[config.mk]
export PLATFORM = sky130hd
export DESIGN_NAME = two_of_five_scan_display_flat
export DESIGN_NICKNAME = d
export VERILOG_FILES = /design/src/rtl/two_of_five_scan_display_if.sv /design/src/rtl/two_of_five_scan_display.sv /design/src/flat_wrapper.sv
export SDC_FILE = /design/constraint.sdc
export NUM_CORES = 1
export LEC_CHECK = 0
export BUFFER_PORTS_ARGS = -buffer_cell sky130_fd_sc_hd__buf_2
export CAP_MARGIN = 5
export CORE_ASPECT_RATIO = 1.4
export CORE_MARGIN = 4
export CORE_UTILIZATION = 51
export CTS_CLUSTER_SIZE = 16
export DETAILED_ROUTE_END_ITERATION = 10
export PLACE_DENSITY = 0.72
export SLEW_MARGIN = 20
export SYNTH_ARGS = -nofsm -noshare
export SYNTH_HDL_FRONTEND = slang
export SYNTH_SLANG_ARGS = --single-unit
export TNS_END_PERCENT = 20
[constraint.sdc]
create_clock -name clk -period 3.25 [get_ports clk]
set_clock_uncertainty 0.2 [all_clocks]
set_input_delay 0.325 -clock clk [delete_from_list [all_inputs] [get_ports clk]]
set_output_delay 0.325 -clock clk [all_outputs]
set_load 0.01 [all_outputs]
[src/rtl/two_of_five_scan_display_if.sv]
// Load/segment bus between the datapath (master) and the multiplexed
// 2-of-5 display driver (slave).
interface two_of_five_scan_display_if #(
    parameter int DIGITS = 4
);
    logic                  load_i;
    logic [5*DIGITS-1:0]   code_i;
    logic [DIGITS-1:0]     valid_i;
    logic                  err_clr_i;
    logic [6:0]            seg_o;
    logic [DIGITS-1:0]     an_o;
    logic                  err_o;

    modport master (
        output load_i, code_i, valid_i, err_clr_i,
        input  seg_o, an_o, err_o
    );

    modport slave (
        input  load_i, code_i, valid_i, err_clr_i,
        output seg_o, an_o, err_o
    );
endinterface

[src/rtl/two_of_five_scan_display.sv]
// Latches DIGITS 2-of-5 coded digits and time-multiplexes them onto an
// active-low seven-segment bus with per-slot blanking and a sticky error flag.
module two_of_five_scan_display #(
    parameter int DIGITS   = 4,
    parameter int SCAN_DIV = 1000,
    parameter int BLANK    = 2
) (
    input  logic                         clk,
    input  logic                         rst,
    two_of_five_scan_display_if.slave    bus
);
    localparam int PW = $clog2(SCAN_DIV);
    localparam int IW = (DIGITS > 1) ? $clog2(DIGITS) : 1;

    logic [PW-1:0]         pcnt_q, pcnt_d;
    logic [IW-1:0]         idx_q, idx_d;
    logic [5*DIGITS-1:0]   code_q, code_d;
    logic [DIGITS-1:0]     valid_q, valid_d;
    logic                  err_q, err_d;
    logic [6:0]            seg_q, seg_d;
    logic [DIGITS-1:0]     an_q, an_d;

    logic [4:0]            cur_code;
    logic                  cur_valid;
    logic                  load_bad;

    function automatic logic two_hot(input logic [4:0] c);
        int n;
        n = 0;
        for (int b = 0; b < 5; b++) n += int'(c[b]);
        return n == 2;
    endfunction

    // All ten two-hot codes are legal digits, so the default arm is exactly
    // the invalid-code dash.
    function automatic logic [6:0] decode(input logic [4:0] c);
        case (c)
            5'b00110: return 7'b0000001;
            5'b10001: return 7'b1001111;
            5'b01001: return 7'b0010010;
            5'b11000: return 7'b0000110;
            5'b00101: return 7'b1001100;
            5'b10100: return 7'b0100100;
            5'b01100: return 7'b0100000;
            5'b00011: return 7'b0001111;
            5'b10010: return 7'b0000000;
            5'b01010: return 7'b0000100;
            default:  return 7'b1111110;
        endcase
    endfunction

    always_comb begin
        // NOTE: every variable gets a default before any branch so no path
        // leaves it unassigned, which would infer a latch.
        cur_code  = '0;
        cur_valid = 1'b0;
        load_bad  = 1'b0;
        for (int i = 0; i < DIGITS; i++) begin
            if (idx_q == IW'(i)) begin
                cur_code  = code_q[5*i +: 5];
                cur_valid = valid_q[i];
            end
            if (bus.valid_i[i] && !two_hot(bus.code_i[5*i +: 5])) load_bad = 1'b1;
        end
    end

    always_comb begin
        pcnt_d  = pcnt_q + PW'(1);
        idx_d   = idx_q;
        code_d  = code_q;
        valid_d = valid_q;
        err_d   = err_q;
        seg_d   = 7'h7F;
        an_d    = '1;

        if (pcnt_q == PW'(SCAN_DIV - 1)) begin
            pcnt_d = '0;
            idx_d  = (idx_q == IW'(DIGITS - 1)) ? '0 : idx_q + IW'(1);
        end

        if (bus.load_i) begin
            code_d  = bus.code_i;
            valid_d = bus.valid_i;
        end

        // Set after clear so a same-cycle collision leaves the flag set.
        if (bus.err_clr_i) err_d = 1'b0;
        if (bus.load_i && load_bad) err_d = 1'b1;

        if (pcnt_q >= PW'(BLANK)) begin
            for (int i = 0; i < DIGITS; i++) an_d[i] = (idx_q != IW'(i));
            seg_d = cur_valid ? decode(cur_code) : 7'h7F;
        end
    end

    always_ff @(posedge clk) begin
        if (rst) begin
            pcnt_q  <= '0;
            idx_q   <= '0;
            // NOTE: the digit store is cleared as well, so nothing stale can
            // be shown once scanning restarts after reset.
            code_q  <= '0;
            valid_q <= '0;
            err_q   <= 1'b0;
            seg_q   <= 7'h7F;
            an_q    <= '1;
        end else begin
            // NOTE: non-blocking assignments so every register samples the
            // pre-edge values, independent of statement order.
            pcnt_q  <= pcnt_d;
            idx_q   <= idx_d;
            code_q  <= code_d;
            valid_q <= valid_d;
            err_q   <= err_d;
            seg_q   <= seg_d;
            an_q    <= an_d;
        end
    end

    assign bus.seg_o = seg_q;
    assign bus.an_o  = an_q;
    assign bus.err_o = err_q;
endmodule

[src/flat_wrapper.sv]
// flat-port wrapper written by rule: the top's interface ports become plain ports
module two_of_five_scan_display_flat 
#(
    parameter int DIGITS   = 4,
    parameter int SCAN_DIV = 1000,
    parameter int BLANK    = 2
)
  (clk, rst, bus_load_i, bus_code_i, bus_valid_i, bus_err_clr_i, bus_seg_o, bus_an_o, bus_err_o);
  two_of_five_scan_display_if #(.DIGITS(DIGITS)) bus_i ();
  input  logic clk;
  input  logic rst;
  input wire logic [$bits(bus_i.load_i)-1:0] bus_load_i;
  input wire logic [$bits(bus_i.code_i)-1:0] bus_code_i;
  input wire logic [$bits(bus_i.valid_i)-1:0] bus_valid_i;
  input wire logic [$bits(bus_i.err_clr_i)-1:0] bus_err_clr_i;
  output wire logic [$bits(bus_i.seg_o)-1:0] bus_seg_o;
  output wire logic [$bits(bus_i.an_o)-1:0] bus_an_o;
  output wire logic [$bits(bus_i.err_o)-1:0] bus_err_o;
  assign bus_i.load_i = bus_load_i;
  assign bus_i.code_i = bus_code_i;
  assign bus_i.valid_i = bus_valid_i;
  assign bus_i.err_clr_i = bus_err_clr_i;
  assign bus_seg_o = bus_i.seg_o;
  assign bus_an_o = bus_i.an_o;
  assign bus_err_o = bus_i.err_o;
  two_of_five_scan_display #(.DIGITS(DIGITS), .SCAN_DIV(SCAN_DIV), .BLANK(BLANK)) u_core (.clk(clk), .rst(rst), .bus(bus_i));
endmodule
==> metrics.md <==
| Metric | Value |
|---|---|
| GRT Util Overall | about a fifth |
| Fmax achieved | between 300 and 400 MHz |
| Hold Crit Class | input port to flip-flop |
| Worst EP arrival | around 2.7 ns |
| R2R cell count | 11 |
| WL per Instance | between 10 and 15 µm |
| Top_reg_cell synth | dfxtp_1 |
| Area fraction of the dominant cell type after synthesis | between 30 and 40% |
| Most frequent cell after synthesis | dfxtp_1 |
| Crit-path leading delay family | adder cells |
| Post-CTS setup buffers | 0 |
| Commonest cells in the netlist | dfxtp_1 (48), nor2_1 (45), inv_1 (33) |
| Final critical-path share of the clock period | 83.5% |
| Final ANT Viol Nets | 0 |
| CP max-delay cell | fa_1 |
| Syn Nets | approximately 350 |
| Distinct cells, synth | 42 |
| Detail Placement HPWL | 4340 µm |
| Met2 Use GR | 33.4% |
| GRT busiest layer | met2 |
| CP endpoint kind | flip-flop |
| Status | complete, no violations |
| Area Growth Syn to Fin | 13.8% |
| Pwr Total | between 1 and 1.5 mW |
| IO buf count | 39 |
| Hold Vio Cnt, Final | 0 |
| Critical Path End | u_core.bus.err_o |
| Synth async-reset ratio | 0% |
| Post-synth top area cell | dfxtp_1 |
| Setup TNS | 0 ns |
| # Max-Cap Violations | 0 |
| # IOs | 40 |
| Synth top area cells | dfxtp_1 (36%), mux2i_1 (10%), ha_1 (8.5%) |
| N_diodes | 0 |
| GR Util met1 | 21.0% |
| Slew Viols, Final | 0 |
| P per Cell Area | around 430 nW/µm² |
| Post-synth EDFFs | 0 |
| Die height | a little over 90 µm |
| Synthesis Warnings | 0 |
| Initial antenna violation count | 0 |
| Syn Area/Cell | 9.01 µm² |
| Die X | between 60 and 70 µm |
| Synth Register Bits | 48 |
| WP depth | 12 |
| Cells after Synth | ~300 |
| Final setup vio count | 0 |
| Min Tclk post-route | between 2 and 3 ns |
| Starting DRT DRC Count | 78 |
| Largest net degree at the start of global routing | 32 |
| Vias | approximately 2,100 |
| Peak VDD IR | 0.000260 V |
| Cell area after synthesis | 2650 µm² |
| Met3 usage | 3.85% |
| Clock Pin Slew Worst Setup and Hold Paths | about 0.08 ns |
| FF-to-FF Start | u_core.idx_q[1] |
| Leakage | roughly 1.4 nW |
| Clock root buffer | clkbuf_8 |
| Reg2Reg Setup Slack | between 0.6 and 0.7 ns |
| Residual DRC | 0 |
| Crit path from | bus_code_i[10] |
| Hold_buf cts | 0 |
| First-pass DRT Iterations | 4 |
| CTS Buf Count | 5 |
| Routed Wire Length | about 5600 µm |
| Peak fanout along the critical path | 2 |
| Vias per inst | around 5.4 |
| Worst Setup Start Kind | input port |
| Most common cell on crit path | inv_1 |
| CTS tree | done |
| First-pass GRT wire length | just over 9000 µm |
| Fin nets | ~390 |
| CP cell instances | buf_2 > ha_1 > inv_1 > fa_1 > inv_1 > ha_1 > inv_1 > fa_1 > o31ai_1 > nand4_1 > a21oi_1 > nor2_1 |
| Tightest Pin Transition | 0.756 ns |
| CTS max path bufs | 2 |
| Die area | approximately 6400 µm² |
| Fraction of layout cells with a size suffix above 1 | between 10% and 20% |
| Worst-Skew Late Latency | 0.30 ns |
| Slew headroom | between 40% and 50% |
| RSZ-0062 raised after global routing | no |
| Seq/Total Area, Yosys | 36.3% |
| Initial core utilization | a little over half |
| # rows | 30 |
| Core area | 4950 µm² |
| WP data required | ~3.2 ns |
| Routability Congestion | between 0.8 and 0.9 |
| Htree depth | 2 |
| Vias in the first global route | 2,093 |
| Worst reg2reg endpoint | u_core.bus.seg_o[6] |
| Worst path bufs/invs | 4 |
| Worst hold stages | 3 |
| WS Path Type | input port to flip-flop |
| Slowest cell delay on critical path | ~0.48 ns |
| Post-CTS Resized | 0 |
| Clock sinks | 48 |
| GRT overflow | 0 |
==> cell usage in the layout (no fill, tap or decap), types with 2 or more instances in the layout <==
master	count
nand3b_1	5
nand4_1	3
o21ai_1	2
mux2i_1	27
o21ai_0	3
nor4_1	2
nor2b_1	4
and2_1	2
xor2_1	4
nand3_1	6
o31ai_1	4
fa_1	8
buf_2	39
dfxtp_1	48
a21o_1	2
inv_1	33
a31oi_1	3
clkbuf_8	7
ha_1	18
o21a_1	2
xnor2_1	6
a211oi_4	2
nor3_1	2
a211o_1	2
nor3b_1	3
nor2_1	45
nand2_1	19
a21oi_1	12
o22ai_1	2
buf_4	2
a211oi_1	4
==> kinds of logic after synthesis <==
| family | count (synthesis) | share of synthesized area, % |
|---|---|---|
| compound gates | 43 | 11.8 |
| flops | 48 | 36.3 |
| fa+ha+maj | 26 | 14.5 |
| buf+inv | 44 | 6.61 |
| xor+xnor | 10 | 3.31 |
| simple gates | 95 | 16.7 |
| mux | 28 | 10.8 |
==> report_power, final <==
group	switching, mW	internal (mW)	total (mW)
sequential	0.0162	0.612	0.628
clock	0.194	0.271	0.466
combinational	0.116	0.0932	0.210
==> worst min-delay path: stages <==
cell	delay, ns
buf_2	0.09
mux2i_1	0.06
nor2_1	0.07
==> routing by layer <==
metal  up-vias  share of wire, %  wire [µm]
met4         0               3.2        177
met1       992                37       2080
li1       1054                 -          -
met5         -                 0          0
met2        65                55       3070
met3        13               4.7        265
==> flip-flops by register name, summed over array words and instances (netlist names) <==
name / flops
u_core.bus.err_o: 1
u_core.idx_q: 2
u_core.pcnt_q: 10
u_core.code_q: 20
u_core.valid_q: 4
u_core.bus.seg_o: 7
u_core.bus.an_o: 4
==> worst min-delay path by stage <==
stage	start	end	slack, ns
floorplan	u_core.pcnt_q[0]	u_core.pcnt_q[0]	0.23
detailed placement	u_core.pcnt_q[0]	u_core.pcnt_q[0]	0.26
CTS	bus_code_i[4]	u_core.code_q[4]	0.07
finish	bus_code_i[4]	u_core.code_q[4]	0.08
global placement	u_core.pcnt_q[0]	u_core.pcnt_q[0]	0.24
global route	bus_code_i[13]	u_core.code_q[13]	0.09
==> metrics by stage <==
stage                     worst slack (ns)  hold slack (ns)  instances  utilization (%)  cell area [µm²]
final                                0.535           0.0779        396             60.8             3010
after global routing                 0.411           0.0855        396             60.8             3010
after CTS                            0.538           0.0700        396             60.8             3010
after detailed placement             0.232            0.264        388             58.3             2890
after global placement               0.244            0.244        388             58.3             2890
after floorplan                      0.683            0.230        294                -             2650
==> final cells by class <==
type	instances	area (µm²)
Timing Repair Buffer	41	210
Clock buffer	7	96.3
Sequential cell	48	961
Fill cell	481	1940
Clock inverter	1	30.0
Inverter	33	124
Tap cell	64	80.1
Multi-Input combinational cell	202	1510
(Power assumes the default switching activity.)
